--- src/rtl/bgpu_soc_pkg.sv ---
// Shared SoC-level types and default widths for the debug/memory OBI request path.
package bgpu_soc_pkg;

    localparam int unsigned DbgNumReq       = 2;
    localparam int unsigned DbgObiAddrWidth = 32;
    localparam int unsigned DbgObiDataWidth = 32;
    localparam int unsigned DbgObiMaxTrans  = 4;

    typedef logic [$clog2(DbgNumReq)-1:0] idx_t;

    // Index width that stays at least one bit wide for single-entry cases.
    function automatic int unsigned idx_width(input int unsigned n);
        return (n > 1) ? $clog2(n) : 1;
    endfunction

endpackage

--- src/rtl/bgpu_obi_rr_arbiter_if.sv ---
// Bundle of the requester-side and manager-side OBI signals around the round-robin arbiter.
interface bgpu_obi_rr_arbiter_if
    import bgpu_soc_pkg::*;
#(
    parameter int unsigned NumReq    = DbgNumReq,
    parameter int unsigned AddrWidth = DbgObiAddrWidth,
    parameter int unsigned DataWidth = DbgObiDataWidth
);

    localparam int unsigned BeWidth = DataWidth / 8;

    logic [NumReq-1:0]           req;
    logic [NumReq-1:0]           we;
    logic [NumReq*AddrWidth-1:0] addr;
    logic [NumReq*DataWidth-1:0] wdata;
    logic [NumReq*BeWidth-1:0]   be;
    logic [NumReq-1:0]           gnt;
    logic [NumReq-1:0]           rvalid;
    logic [DataWidth-1:0]        rdata;
    logic                        err;

    logic                        m_req;
    logic                        m_we;
    logic [AddrWidth-1:0]        m_addr;
    logic [DataWidth-1:0]        m_wdata;
    logic [BeWidth-1:0]          m_be;
    logic                        m_gnt;
    logic                        m_rvalid;
    logic [DataWidth-1:0]        m_rdata;
    logic                        m_err;

    // Arbiter view: serves the requesters, drives the manager port.
    modport slave (
        input  req, we, addr, wdata, be, m_gnt, m_rvalid, m_rdata, m_err,
        output gnt, rvalid, rdata, err, m_req, m_we, m_addr, m_wdata, m_be
    );

    // Environment view: requesters plus the downstream manager.
    modport master (
        output req, we, addr, wdata, be, m_gnt, m_rvalid, m_rdata, m_err,
        input  gnt, rvalid, rdata, err, m_req, m_we, m_addr, m_wdata, m_be
    );

endinterface

--- src/rtl/bgpu_obi_id_fifo.sv ---
// In-order FIFO of requester indices for granted-but-unanswered OBI transactions.
module bgpu_obi_id_fifo
    import bgpu_soc_pkg::*;
#(
    parameter int unsigned Depth = 4,
    parameter int unsigned Width = 1
) (
    input  logic                         clk_i,
    input  logic                         rst_ni,
    input  logic                         push_i,
    input  logic [Width-1:0]             data_i,
    input  logic                         pop_i,
    output logic [Width-1:0]             data_o,
    output logic                         empty_o,
    output logic                         full_o,
    output logic [$clog2(Depth+1)-1:0]   fill_o
);

    localparam int unsigned PtrWidth = idx_width(Depth);
    localparam int unsigned CntWidth = $clog2(Depth + 1);

    logic [Width-1:0]    mem_q [Depth];
    logic [Width-1:0]    mem_d [Depth];
    logic [PtrWidth-1:0] wr_ptr_q, wr_ptr_d;
    logic [PtrWidth-1:0] rd_ptr_q, rd_ptr_d;
    logic [CntWidth-1:0] fill_q, fill_d;

    // Pointers wrap explicitly so non-power-of-two depths work.
    function automatic logic [PtrWidth-1:0] ptr_inc(input logic [PtrWidth-1:0] p);
        return (p == PtrWidth'(Depth - 1)) ? '0 : p + 1'b1;
    endfunction

    always_comb begin
        mem_d    = mem_q;
        wr_ptr_d = wr_ptr_q;
        rd_ptr_d = rd_ptr_q;
        fill_d   = fill_q;
        if (push_i) begin
            mem_d[wr_ptr_q] = data_i;
            wr_ptr_d        = ptr_inc(wr_ptr_q);
        end
        if (pop_i) begin
            rd_ptr_d = ptr_inc(rd_ptr_q);
        end
        unique case ({push_i, pop_i})
            2'b10:   fill_d = fill_q + 1'b1;
            2'b01:   fill_d = fill_q - 1'b1;
            default: fill_d = fill_q;
        endcase
    end

    always_ff @(posedge clk_i or negedge rst_ni) begin
        if (!rst_ni) begin
            for (int i = 0; i < int'(Depth); i++) begin
                mem_q[i] <= '0;
            end
            wr_ptr_q <= '0;
            rd_ptr_q <= '0;
            fill_q   <= '0;
        end else begin
            mem_q    <= mem_d;
            wr_ptr_q <= wr_ptr_d;
            rd_ptr_q <= rd_ptr_d;
            fill_q   <= fill_d;
        end
    end

    assign data_o  = mem_q[rd_ptr_q];
    assign empty_o = (fill_q == '0);
    assign full_o  = (fill_q == CntWidth'(Depth));
    assign fill_o  = fill_q;

    a_no_push_full: assert property (@(posedge clk_i) disable iff (!rst_ni)
        !(push_i && full_o));
    a_no_pop_empty: assert property (@(posedge clk_i) disable iff (!rst_ni)
        !(pop_i && empty_o));

endmodule

--- src/rtl/bgpu_obi_rr_arbiter.sv ---
// Round-robin arbiter sharing one OBI manager port among NumReq requesters, with an
// in-order index FIFO that routes each response back to its issuer.
module bgpu_obi_rr_arbiter
    import bgpu_soc_pkg::*;
#(
    parameter int unsigned NumReq    = DbgNumReq,
    parameter int unsigned AddrWidth = DbgObiAddrWidth,
    parameter int unsigned DataWidth = DbgObiDataWidth,
    parameter int unsigned MaxTrans  = DbgObiMaxTrans
) (
    input  logic                            clk_i,
    input  logic                            rst_ni,
    bgpu_obi_rr_arbiter_if.slave            bus,
    output logic [$clog2(MaxTrans+1)-1:0]   outstanding_o,
    output logic                            proto_err_o
);

    localparam int unsigned IdxWidth = idx_width(NumReq);
    localparam int unsigned BeWidth  = DataWidth / 8;

    typedef logic [IdxWidth-1:0] sel_t;

    sel_t rr_ptr_q, rr_ptr_d;
    sel_t locked_idx_q, locked_idx_d;
    logic lock_q, lock_d;
    logic proto_err_q, proto_err_d;

    sel_t rr_winner, winner, head;
    logic fifo_full, fifo_empty, push, pop, m_req;

    always_comb begin : rr_search
        logic        found;
        int unsigned cand;
        found     = 1'b0;
        cand      = 0;
        rr_winner = rr_ptr_q;
        for (int unsigned off = 0; off < NumReq; off++) begin
            cand = (32'(rr_ptr_q) + off) % NumReq;
            if (!found && bus.req[cand]) begin
                rr_winner = sel_t'(cand);
                found     = 1'b1;
            end
        end
    end

    // A stalled request keeps its slot until granted, regardless of the rotation.
    assign winner = lock_q ? locked_idx_q : rr_winner;
    assign m_req  = rst_ni & (|bus.req) & ~fifo_full;
    assign push   = m_req & bus.m_gnt;
    assign pop    = bus.m_rvalid & ~fifo_empty;

    always_comb begin
        bus.m_req   = m_req;
        bus.m_we    = 1'b0;
        bus.m_addr  = '0;
        bus.m_wdata = '0;
        bus.m_be    = '0;
        bus.gnt     = '0;
        bus.rvalid  = '0;
        bus.rdata   = bus.m_rdata;
        bus.err     = bus.m_err;
        for (int i = 0; i < int'(NumReq); i++) begin
            if (winner == sel_t'(i)) begin
                bus.m_we    = bus.we[i];
                bus.m_addr  = bus.addr[i*AddrWidth +: AddrWidth];
                bus.m_wdata = bus.wdata[i*DataWidth +: DataWidth];
                bus.m_be    = bus.be[i*BeWidth +: BeWidth];
                bus.gnt[i]  = push;
            end
            if (head == sel_t'(i)) begin
                bus.rvalid[i] = rst_ni & pop;
            end
        end
    end

    always_comb begin
        rr_ptr_d     = rr_ptr_q;
        lock_d       = lock_q;
        locked_idx_d = locked_idx_q;
        proto_err_d  = proto_err_q | (bus.m_rvalid & fifo_empty);
        if (push) begin
            rr_ptr_d = (winner == sel_t'(NumReq - 1)) ? '0 : winner + 1'b1;
            lock_d   = 1'b0;
        end else if (m_req) begin
            lock_d       = 1'b1;
            locked_idx_d = winner;
        end
    end

    always_ff @(posedge clk_i or negedge rst_ni) begin
        if (!rst_ni) begin
            rr_ptr_q     <= '0;
            locked_idx_q <= '0;
            lock_q       <= 1'b0;
            proto_err_q  <= 1'b0;
        end else begin
            rr_ptr_q     <= rr_ptr_d;
            locked_idx_q <= locked_idx_d;
            lock_q       <= lock_d;
            proto_err_q  <= proto_err_d;
        end
    end

    bgpu_obi_id_fifo #(
        .Depth (MaxTrans),
        .Width (IdxWidth)
    ) u_id_fifo (
        .clk_i   (clk_i),
        .rst_ni  (rst_ni),
        .push_i  (push),
        .data_i  (winner),
        .pop_i   (pop),
        .data_o  (head),
        .empty_o (fifo_empty),
        .full_o  (fifo_full),
        .fill_o  (outstanding_o)
    );

    assign proto_err_o = proto_err_q;

    a_gnt_onehot0: assert property (@(posedge clk_i) disable iff (!rst_ni)
        $onehot0(bus.gnt));
    a_lock_stable: assert property (@(posedge clk_i) disable iff (!rst_ni)
        lock_q |-> $stable({bus.m_we, bus.m_addr, bus.m_wdata, bus.m_be}));
    a_lock_req_held: assert property (@(posedge clk_i) disable iff (!rst_ni)
        lock_q |-> bus.req[locked_idx_q]);

endmodule

--- src/flat_wrapper.sv ---
// flat-port wrapper written by rule: the top's interface ports become plain ports
module bgpu_obi_rr_arbiter_flat import bgpu_soc_pkg::*;
#(
    parameter int unsigned NumReq    = DbgNumReq,
    parameter int unsigned AddrWidth = DbgObiAddrWidth,
    parameter int unsigned DataWidth = DbgObiDataWidth,
    parameter int unsigned MaxTrans  = DbgObiMaxTrans
)
  (clk_i, rst_ni, outstanding_o, proto_err_o, bus_req, bus_we, bus_addr, bus_wdata, bus_be, bus_m_gnt, bus_m_rvalid, bus_m_rdata, bus_m_err, bus_gnt, bus_rvalid, bus_rdata, bus_err, bus_m_req, bus_m_we, bus_m_addr, bus_m_wdata, bus_m_be);
  bgpu_obi_rr_arbiter_if #(.NumReq(NumReq), .AddrWidth(AddrWidth), .DataWidth(DataWidth)) bus_i ();
  input  logic clk_i;
  input  logic rst_ni;
  output logic [$clog2(MaxTrans+1)-1:0] outstanding_o;
  output logic proto_err_o;
  input wire logic [$bits(bus_i.req)-1:0] bus_req;
  input wire logic [$bits(bus_i.we)-1:0] bus_we;
  input wire logic [$bits(bus_i.addr)-1:0] bus_addr;
  input wire logic [$bits(bus_i.wdata)-1:0] bus_wdata;
  input wire logic [$bits(bus_i.be)-1:0] bus_be;
  input wire logic [$bits(bus_i.m_gnt)-1:0] bus_m_gnt;
  input wire logic [$bits(bus_i.m_rvalid)-1:0] bus_m_rvalid;
  input wire logic [$bits(bus_i.m_rdata)-1:0] bus_m_rdata;
  input wire logic [$bits(bus_i.m_err)-1:0] bus_m_err;
  output wire logic [$bits(bus_i.gnt)-1:0] bus_gnt;
  output wire logic [$bits(bus_i.rvalid)-1:0] bus_rvalid;
  output wire logic [$bits(bus_i.rdata)-1:0] bus_rdata;
  output wire logic [$bits(bus_i.err)-1:0] bus_err;
  output wire logic [$bits(bus_i.m_req)-1:0] bus_m_req;
  output wire logic [$bits(bus_i.m_we)-1:0] bus_m_we;
  output wire logic [$bits(bus_i.m_addr)-1:0] bus_m_addr;
  output wire logic [$bits(bus_i.m_wdata)-1:0] bus_m_wdata;
  output wire logic [$bits(bus_i.m_be)-1:0] bus_m_be;
  assign bus_i.req = bus_req;
  assign bus_i.we = bus_we;
  assign bus_i.addr = bus_addr;
  assign bus_i.wdata = bus_wdata;
  assign bus_i.be = bus_be;
  assign bus_i.m_gnt = bus_m_gnt;
  assign bus_i.m_rvalid = bus_m_rvalid;
  assign bus_i.m_rdata = bus_m_rdata;
  assign bus_i.m_err = bus_m_err;
  assign bus_gnt = bus_i.gnt;
  assign bus_rvalid = bus_i.rvalid;
  assign bus_rdata = bus_i.rdata;
  assign bus_err = bus_i.err;
  assign bus_m_req = bus_i.m_req;
  assign bus_m_we = bus_i.m_we;
  assign bus_m_addr = bus_i.m_addr;
  assign bus_m_wdata = bus_i.m_wdata;
  assign bus_m_be = bus_i.m_be;
  bgpu_obi_rr_arbiter #(.NumReq(NumReq), .AddrWidth(AddrWidth), .DataWidth(DataWidth), .MaxTrans(MaxTrans)) u_core (.clk_i(clk_i), .rst_ni(rst_ni), .bus(bus_i), .outstanding_o(outstanding_o), .proto_err_o(proto_err_o));
endmodule
--- config.mk ---
export PLATFORM = sky130hd
export DESIGN_NAME = bgpu_obi_rr_arbiter_flat
export DESIGN_NICKNAME = d
export VERILOG_FILES = /design/src/rtl/bgpu_soc_pkg.sv /design/src/rtl/bgpu_obi_rr_arbiter_if.sv /design/src/rtl/bgpu_obi_id_fifo.sv /design/src/rtl/bgpu_obi_rr_arbiter.sv /design/src/flat_wrapper.sv
export SDC_FILE = /design/constraint.sdc
export NUM_CORES = 1
export LEC_CHECK = 0
export BUFFER_PORTS_ARGS = -buffer_cell sky130_fd_sc_hd__clkbuf_2
export CORE_AREA = 2 2 110 112
export CTS_BUF_LIST = sky130_fd_sc_hd__clkbuf_16
export DETAILED_ROUTE_END_ITERATION = 8
export DIE_AREA = 0 0 112 114
export GPL_TIMING_DRIVEN = 0
export HOLD_SLACK_MARGIN = 0.06
export PLACE_DENSITY = 0.58
export SYNTH_ARGS = -nofsm -noshare
export SYNTH_HDL_FRONTEND = slang
export SYNTH_SLANG_ARGS = --single-unit
--- constraint.sdc ---
create_clock -name clk_i -period 6.28 [get_ports clk_i]
set_clock_uncertainty 0.2 [all_clocks]
set_input_delay 0.942 -clock clk_i [delete_from_list [all_inputs] [get_ports clk_i]]
set_output_delay 0.942 -clock clk_i [all_outputs]
set_load 0.01 [all_outputs]
# == After elaboration in Yosys (flattened, before gate mapping) ==
# Cells that the tools add are included.
# word_totals
input_bits,177
elab_cells,74
register_bits,15
out_inout_bits,111
# classes
add_sub_neg,6
reduce_logical,8
bitwise_logic,12
eq_ne,5
order_cmp,5
n_mux,27
# ops
cell,n
$mux 32,2
$mux 1,18
$and 1x1->1,6
$eq 2x2->1 const B,3
$ge 3x3->1 const B,2
$not 2->3,2
$pmux 3 s2,1
$add 2x1->2 const B,2
$bwmux 4,1
$lt 1x2->1 const B,2
$mux 2,2
$mux 4,1
$reduce_bool 2->1,2
$add 3x1->3 const B,1
$eq 3x3->1 const B,1
$logic_not 3->1,1
$lt 3x1->1 const B,1
$not 1->1,3
$sub 3x1->3 const B,1
$add 1x1->1 const B,2
$bmux 1 s2,1
$demux 1 s2,1
$eq 2x1->1 const B,1
$logic_and 1x1->1,2
other kinds (4),4

# == Depth between registers and ports, before layout ==
# Gate-level depths: netlist (run 1).
# logic_depth
depth_word,9
depth_mapped,10
mapped_depth_nobuf,9

# == Hierarchy ==
# A second synthesis (run 1) with hierarchy kept.
# unflattened
hier_cells,188
hier_area_um2,1960.6
# modules_own_cells
module,cells_each,instances,seq_area_each_um2,area_per_inst_um2
bgpu_obi_rr_arbiter,141,1,100.1,1387.6
bgpu_obi_id_fifo,47,1,275.3,573.0

# == Worst setup path after synthesis (run 1) ==
# No wires, ideal clock.
# synth_path
path_type,input-to-output
start,input port bus_req[0]
end,output port bus_m_addr[14]
n_path_buf,2
t_required_ps,5138
cell_stages,6
path_slack_ps,2993
arrival_ps,2145
cell_sequence,inv_1 > maj3_2 > mux2i_4 > buf_6 > buf_4 > mux2_1
# synth_between
elab_chain_len,8
elab_cells_between_ends,10
classes_between,8 x mux; 2 x reduce/logical
# synth_rtl
element,line_no,rtl
"start, declared",flat_wrapper.sv:15,input wire logic [$bits(bus_i.req)-1:0] bus_req;
$mux 1 (not written as such) (2 in a row),bgpu_obi_rr_arbiter.sv:39,if (!found && bus.req[cand]) begin
$mux 1,bgpu_obi_rr_arbiter.sv:39,
$logic_not 1->1,bgpu_obi_rr_arbiter.sv:39,
$logic_and 1x1->1 *,bgpu_obi_rr_arbiter.sv:39,
$mux 1 *,bgpu_obi_rr_arbiter.sv:39,
$mux 1 *,bgpu_obi_rr_arbiter.sv:47,assign winner = lock_q ? locked_idx_q : rr_winner;
$mux 32 *,bgpu_obi_rr_arbiter.sv:63,if (winner == sel_t'(i)) begin
"end, declared",flat_wrapper.sv:30,output wire logic [$bits(bus_i.m_addr)-1:0] bus_m_addr;
# Mark *: on every way between the ends. The rest lies on a longest branch, timed or not. The select of a mux whose other input is x is not followed.

# == Worst setup path after layout (run 1) ==
# layout_path
start,input port rst_ni
end,output port bus_gnt[1]
# layout_between
elab_chain_len,4
# layout_rtl
element,line_no,rtl
"start, declared",flat_wrapper.sv:12,input logic rst_ni;
$and 1x1->1 (2 in a row),bgpu_obi_rr_arbiter.sv:48,assign m_req = rst_ni & (|bus.req) & ~fifo_full;
$and 1x1->1,bgpu_obi_rr_arbiter.sv:49,assign push = m_req & bus.m_gnt;
$mux 1,bgpu_obi_rr_arbiter.sv:63,
"end, declared",flat_wrapper.sv:24,output wire logic [$bits(bus_i.gnt)-1:0] bus_gnt;
# No other way between the ends.

==> out/metrics.cfg, run 1 <==
[critical_path]
critPathCaptureType=output pin
path_class=primary input to output pin
critPathRequiredTime_ns=5.14
critPathLaunchType=primary input
cp_max_fo=18
reg2reg_slack_ns=3.76
arrival_ns=2.76

[timing]
timing.setup.tns_ns=0
tightestPinTransition_ns=0.501
fin_hold_ws_ns=0.267
maxSlewHeadroom_pct=66.5
post-route-period-util_pct=62.2
rsz0062_at_grt=false
final_max_slew_viol_count=0
period_needed_ns=3.90
setup_viol_count_final=0
clock.fmax_mhz=256
finalHoldViolCount=0

[global_routing]
grt-busiest-layer=met2
grt_overflow=0
grt_pass1_wl_um=9870
antenna_found_initial=0
grt_max_degree=19
grt_use_met2_pct=17.1
grt_util_met3_pct=1.91
grt.total_usage_pct=9.49
first_global_vias=2028
use_met1_pct=12.1

[detailed_routing]
drc_errors=0
drt_pass1_iterations=4
ant_nets=0
vias_per_cell=3.93
drt_iter0_drc=36
wl_per_cell_um=12.3
vias=2318
routed_wl_um=7280

[floorplan]
start_util_pct=16.2
fp-row-count=40
die_h_um=114
die-width_um=112
core_sq_um=11700
die_area_sq_um=12800
io_pins=288

[placement]
port_buffers=254
dp_hpwl_um=6530
globalplace.congestion=0.663
post_dp_cell_area_sq_um=3350

[clocking]
clk_pin_slew_ns=0.05
cts_tree=done
cts_hold_buf=0
cts_buffers=3
cts.sinks=15
clockRootBuffer=clkbuf_16
clockBufferDepth=2
insertion_delay_ns=0.24
htreeDepth=1
post_cts_resized=0
cts_setup_buffers=0

[final_layout]
fin_area_sq_um=3430
seq_area_sq_um=375
nets=628
fillCellCount=1250
antennaDiodeCount=0
area_delta_synth_final_pct=80.8
multi_input_area_sq_um=1160
layout-drive-gt1-share_pct=79.7

[power_and_ir_drop]
finalPower_mw=1.20
irDropWorstVdd_mv=0.114
p_leak_nw=1.97
p_per_area_nw_per_um2=348

[yosys]
yosysMostFrequentCell=mux2_2
netlist_top_cells_area=mux2_2 29%, dfrtp_1 20%, buf_4 15%
synth_area_sq_um=1900
synth_enable_flop_cells=0
synth_commonest_cells=49 x mux2_2, 38 x buf_4, 22 x mux2_1
synth_top_cell_by_area=mux2_2
synth_top_area_share_pct=29.1
syn_inst=185
synth_cell_types=26
yosys_warnings=0
synth_top_flop_cell=dfrtp_1
yosysSeqAreaShare_pct=19.8
synth_nets=369
syn_area_per_cell_sq_um=10.3
ys_seq_elements=15
synthArstFlopShare_pct=100

[min_path]
hp-class=flip-flop to flip-flop

[run_status]
status=finished clean

[job]
cap_violations=0

worst max-delay path: stages:
cell and delay, ns:
clkbuf_2 0.35, o21ai_0 0.28, a211oi_2 0.52, buf_2 0.30, inv_1 0.09, nor2_1 0.12, clkbuf_2 0.15
final timing paths:
| path | start | cells past startpoint | end |
|---|---|---|---|
| max in group asynchronous | rst_ni | 1 | u_core.u_id_fifo.fill_o[0] |
| setup / recovery | rst_ni | 7 | bus_gnt[1] |
| hold reg to reg | u_core.proto_err_o | 1 | u_core.proto_err_o |
| min in group asynchronous | rst_ni | 1 | u_core.u_id_fifo.wr_ptr_q[1] |
| setup reg to reg | u_core.u_id_fifo.fill_o[0] | 10 | u_core.u_id_fifo.fill_o[2] |
| hold / removal | u_core.proto_err_o | 1 | u_core.proto_err_o |
logic make-up (layout without fill, tap and decap cells):
| group | after synthesis | count (layout) | synth area share, % |
|---|---|---|---|
| multiplexers | 75 | 75 | 45.5 |
| flip-flops | 15 | 15 | 19.8 |
| AO/OA/AOI/OAI | 14 | 14 | 4.61 |
| AND/OR/NAND/NOR | 18 | 18 | 4.09 |
| XOR/XNOR | 3 | 3 | 1.38 |
| adder cells (fa/ha/maj) | 8 | 8 | 5.60 |
| buffers and inverters | 52 | 310 | 19.0 |
report_power, final:
group	internal (mW)	total (mW)	switching (mW)
logic	0.461	0.883	0.422
registers	0.146	0.190	0.0442
clock network	0.0849	0.123	0.0376
registers in the layout (all words and copies together) (netlist names):
register	count
u_core.u_id_fifo.wr_ptr_q	2
u_core.proto_err_o	1
u_core.u_id_fifo.mem_q	4
u_core.locked_idx_q	1
u_core.u_id_fifo.rd_ptr_q	2
u_core.u_id_fifo.fill_o	3
u_core.lock_q	1
u_core.rr_ptr_q	1
stage by stage:
stage / instances / utilization, % / worst slack (ns)
finish: 590 / 29.3 / 2.38
detailed placement: 586 / 28.6 / 2.42
floorplan: 185 / - / 2.99
global route: 590 / 29.3 / 2.19
global placement: 586 / 28.6 / 2.43
CTS: 590 / 29.3 / 2.29
layout make-up:
type	instances	share of cell area (%)
Buffer	42	9.44
Clock buffer	3	2.19
Clock inverter	1	0.146
Inverter	10	1.09
Multi-Input combinational cell	118	33.8
Sequential cell	15	10.9
Tap cell	147	5.36
Timing Repair Buffer	254	37.0
cells in the final DEF (no fill, tap or decap), drive strengths merged:
cell type,instances
o21ai,2
clkinv,1
a31oi,4
maj3,1
and2,1
clkbuf,257
a211oi,1
nand2,6
mux2,71
nor2,7
xor2,2
dfrtp,15
inv,10
mux4,1
fa,1
mux2i,3
xnor2,1
and3,1
a21o,2
nor3,2
a21oi,5
ha,6
buf,42
nand2b,1
layer usage:
layer | vias up | wire (um)
li1 | 1123 | -
met1 | 1074 | 2860
met2 | 119 | 3770
met3 | 2 | 626
met4 | 0 | 21
met5 | - | 0
Power figures use the tool's default switching activity.
==> inputs of run 2 (changes only) <==
- CORE_AREA: 2 2 110 112 -> 2 2 113 115
- DIE_AREA: 0 0 112 114 -> 0 0 115 117
- clock period: 6.28 -> 3.3 ns (I/O delays scaled with it)
==> run 2 against run 1 <==
Final cell count increased by 0.68%. Sequential power increased by 90%. Hold slack improved by 0.00063 ns. Via count decreased by 0.17%. Highest routed layer is now met5.
==> out/metrics.cfg, run 2 (synthesis gave the netlist of run 1 again) <==
[critical_path]
slowest_delay_ns=0.38
crit_path_frequent_cell=buf_6
cp_max_fo=10
arrival_ns=2.05
path_cells=maj3_2, mux2i_4, buf_6, buf_6, mux2_1, clkbuf_2
crit_path_top_delay_cell=dfrtp_1
critPathLaunchType=flip-flop
path_class=flip-flop to output pin
critPathCaptureType=output pin
critPathRequiredTime_ns=2.60

[final_layout]
largest_register_ffs=4
antennaDiodeCount=0
seq_area_sq_um=375
fillCellCount=1332
largest_register=u_core.u_id_fifo.mem_q
area_delta_synth_final_pct=81.7
nets=629
final_cell_mix=254 x clkbuf_2, 49 x mux2_2, 38 x buf_4
layout-drive-gt1-share_pct=79.5
multi_input_area_sq_um=1160
final_common_cell=clkbuf_2

[timing]
clock.fmax_mhz=364
tightestPinTransition_ns=0.682
setup_slack_ns=0.554
final_max_slew_viol_count=0
maxSlewHeadroom_pct=54.4
post-route-period-util_pct=83.2
setup_viol_count_final=0
rsz0062_at_grt=false
period_needed_ns=2.75
timing.setup.tns_ns=0
finalHoldViolCount=0

[detailed_routing]
drt_iter0_drc=36
vias_per_cell=3.90
wl_per_cell_um=13.1
drt_pass1_iterations=4
drc_errors=0
vias=2314
ant_nets=0
routed_wl_um=7800

[global_routing]
grt.total_usage_pct=9.51
antenna_found_initial=1
first_global_vias=1937
grt_max_degree=16
grt_pass1_wl_um=9810
grt_overflow=0

[power_and_ir_drop]
irDropWorstVdd_mv=0.209
p_leak_nw=1.97
p_per_area_nw_per_um2=662

[clocking]
clockBufferDepth=2
cts_buffers=3
insertion_delay_ns=0.25
cts.sinks=15
post_cts_resized=0
cts_tree=done
htreeDepth=1
clk_pin_slew_ns=0.05
clockRootBuffer=clkbuf_16

[min_path]
hp-class=flip-flop to flip-flop

[floorplan]
start_util_pct=15.4
die-width_um=115
io_pins=288
core_sq_um=12300
fp-row-count=41
die_h_um=117
die_area_sq_um=13500

[placement]
port_buffers=254
globalplace.congestion=0.748
dp_slack_ns=0.209
dp_hpwl_um=7170

[run_status]
status=finished clean

[job]
cap_violations=0

[run 2: cell count changes in the layout (fill, tap and decap cells not counted)]
cell           change
clkinv_2           -1
clkinvlp_4         +1
dlygate4sd3_1      +1
[run 2: layer usage]
layer | vias up | track usage (%) | part of all wire [%]
li1 | 1128 | - | -
met1 | 1052 | 11.6 | 38
met2 | 128 | 16.7 | 51
met3 | 4 | 3.35 | 10
met4 | 2 | 0.964 | 0.22
met5 | - | 0 | 0.17
[run 2: area by class of cell]
type	count	share of cell area (%)
flip-flops and latches	15	10.9
well taps	150	5.44
repair buffers	255	37.1
inverters	10	1.09
multi-input cells	118	33.7
clock inverters	1	0.218
clock buffers	3	2.18
plain buffers	42	9.39
[run 2: path summary, 6_finish.rpt]
check | from | to | slack (ns) | depth (start not counted)
max in group asynchronous | rst_ni | u_core.lock_q | 1.79 | 2
worst min register to register | u_core.proto_err_o | u_core.proto_err_o | 0.27 | 1
min in group asynchronous | rst_ni | u_core.u_id_fifo.mem_q[0] | 0.68 | 2
worst max register to register | u_core.u_id_fifo.fill_o[0] | u_core.u_id_fifo.fill_o[2] | 0.85 | 10
worst max-delay path | u_core.rr_ptr_q | bus_m_addr[18] | 0.55 | 6
worst min-delay path | u_core.proto_err_o | u_core.proto_err_o | 0.27 | 1
[run 2: power breakdown]
group	switching (mW)	total (mW)	internal, mW	leakage, nW
Sequential	0.0840	0.361	0.277	0.173
Clock	0.0767	0.240	0.163	0.0371
Combinational	0.806	1.69	0.879	1.76
Total	0.967	2.29	1.32	1.97
[run 2: stage by stage]
stage	util [%]	std cells	hold WS [ns]	power [mW]	area, sq um
after floorplan	-	185	-0.000591	1.47	1900
after global placement	27.3	589	0.239	2.04	3360
after detailed placement	27.3	589	0.251	2.07	3360
after CTS	28.0	594	0.268	2.32	3450
after global routing	28.0	594	0.279	2.48	3450
final	28.0	594	0.268	2.29	3450
[run 2: critical path: cells and delay by family, from the launching register on]
family                   cells  cell delay (ns)
adder cells (fa/ha/maj)      1             0.33
flip-flops                   1             0.38
multiplexers                 2             0.59
buffers and inverters        3             0.50
[run 2: what timing repair did]
action / 4_1_cts / 5_1_grt
hold endpoints to repair: 15 / 0
setup buffers: 0 / 0
hold buffers: 1 / 0
==> inputs of run 3 (changes only) <==
- ABC_AREA: default -> 1
- CORE_AREA: 2 2 113 115 -> 2 2 112 114
- DIE_AREA: 0 0 115 117 -> 0 0 114 116
- PLACE_DENSITY: 0.58 -> 0.6
- clock period: 3.3 -> 2.41 ns (I/O delays scaled with it)
==> run 3 against run 2 <==
Final cell count rose by 31%. Flip-flop and latch count unchanged. Clock power grew 35%. Largest power group unchanged. Critical endpoint is now bus_m_wdata[9].
==> out/metrics.cfg, run 3 <==
[clocking]
htreeDepth=1
clockBufferDepth=2
clk_pin_slew_ns=0.05
cts.sinks=15
clockRootBuffer=clkbuf_16
cts_buffers=3
cts_tree=done
insertion_delay_ns=0.25

[detailed_routing]
drc_errors=0
drt_pass1_iterations=4
drt_iter0_drc=98
ant_nets=0
wl_per_cell_um=12.6
vias_per_cell=4.09
vias=3187
routed_wl_um=9830

[critical_path]
critPathRequiredTime_ns=1.85
r2r-start=u_core.u_id_fifo.fill_o[0]
path_class=flip-flop to output pin
cp-startpoint=u_core.lock_q
critPathCaptureType=output pin
arrival_ns=1.75
reg2reg_depth=10
reg2reg_to=u_core.u_id_fifo.fill_o[2]
reg2reg_slack_ns=0.15
cp_max_fo=10
critPathLaunchType=flip-flop

[global_routing]
grt.total_usage_pct=13.1
grt_pass1_wl_um=13700
antenna_found_initial=0
first_global_vias=2745
grt_max_degree=16
grt_overflow=0

[power_and_ir_drop]
irDropWorstVdd_mv=0.274
p_leak_nw=2.41
finalPower_mw=3.52
p_per_area_nw_per_um2=955

[run_status]
status=finished clean

[timing]
maxSlewHeadroom_pct=52.9
timing.setup.tns_ns=0
final_max_slew_viol_count=0
clock.fmax_mhz=433
finalHoldViolCount=0
setup_slack_ns=0.102
period_needed_ns=2.31
post-route-period-util_pct=95.8
setup_viol_count_final=0
fin_hold_ws_ns=0.182
tightestPinTransition_ns=0.704

[final_layout]
fin_area_sq_um=3690
nets=817
final_common_cell=clkbuf_2
area_delta_synth_final_pct=78.2
antennaDiodeCount=0
largest_register_ffs=4
largest_register=u_core.u_id_fifo.mem_q
layout-drive-gt1-share_pct=50.3
final_cell_mix=261 x clkbuf_2, 169 x nand2_1, 71 x nand3_1

[placement]
globalplace.congestion=0.771
port_buffers=254
dp_slack_ns=-0.235
dp_hpwl_um=8360
post_dp_cell_area_sq_um=3530

[yosys]
syn_inst=372
yosysSeqAreaShare_pct=18.1
synthArstFlopShare_pct=100
synth_enable_flop_cells=0
synth_cell_types=18
synth_commonest_cells=173 x nand2_1, 72 x nand3_1, 39 x buf_4
yosysMostFrequentCell=nand2_1
synth_nets=556
syn_area_per_cell_sq_um=5.57
yosys_warnings=0
synth_top_cell_by_area=nand2_1
ys_seq_elements=15
synth_area_sq_um=2070
synth_top_flop_cell=dfrtp_1
synth_top_area_share_pct=31.4
netlist_top_cells_area=nand2_1 31%, dfrtp_1 18%, nand3_1 17%

[floorplan]
start_util_pct=17.4
die_h_um=116
io_pins=288
fp-row-count=40
die-width_um=114
die_area_sq_um=13200
core_sq_um=11900

[min_path]
min_to=u_core.proto_err_o
hp-class=primary input to flip-flop
hp-start=bus_m_rvalid
hold_depth=2

[job]
cap_violations=0

[run 3: layout make-up]
type	count	area (sq um)
multi-input combinational	283	1290
clock buffer	3	75.1
inverter	18	67.6
buffer	55	379
clock inverter	1	5.00
tap	147	184
fill	1368	8220
sequential	15	377
timing repair buffer	257	1310
[run 3: worst max-delay path, stage by stage, from the launching register on]
cell,delay [ns]
dfrtp_1,0.40
a21oi_1,0.15
nand2_2,0.18
nand2_4,0.12
buf_8,0.16
buf_4,0.19
nand2_1,0.06
nand2_1,0.08
clkbuf_2,0.15
[run 3: worst max path at each step]
stage	endpoint	cells after the start
CTS	bus_m_wdata[6]	7
detailed placement	u_core.u_id_fifo.fill_o[1]	9
global placement	u_core.u_id_fifo.fill_o[1]	9
global route	u_core.u_id_fifo.fill_o[2]	10
floorplan	u_core.u_id_fifo.fill_o[2]	10
finish	bus_m_wdata[9]	8
[run 3: repair_timing]
item | in CTS | in global routing
endpoints found under the hold margin | 15 | 0
gates resized for setup | 7 | 18
setup endpoints to repair | 70 | 60
buffers inserted | 2 | 0
pin swaps | 1 | 0
hold buffers | 1 | 0
[run 3: metal layers]
metal  vias up  track usage (%)  wire (um)
met5         -                0          0
met4         0             1.22         19
met3         2             1.73        754
met2       157             24.6       4990
met1      1359             16.5       4060
li1       1669                -          -
[run 3: where the power goes]
part           internal [mW]  leakage, nW  switching [mW]  total, mW
clock                  0.222       0.0409           0.102      0.324
sequential             0.370        0.182           0.101      0.471
combinational           1.08         2.19            1.65       2.73
[run 3: cell families after synthesis]
family	count (synthesis)	synth area share, %
AND/OR/NAND/NOR	260	52.1
adder cells (fa/ha/maj)	7	4.59
buffers and inverters	74	20.7
AO/OA/AOI/OAI	14	3.69
XOR/XNOR	2	0.846
flip-flops	15	18.1
[run 3: per-stage QoR]
step | std cells | utilization (%)
after floorplan | 372 | -
after CTS | 780 | 30.7
after global placement | 773 | 29.6
after global routing | 779 | 31.0
final | 779 | 31.0
after detailed placement | 773 | 29.6
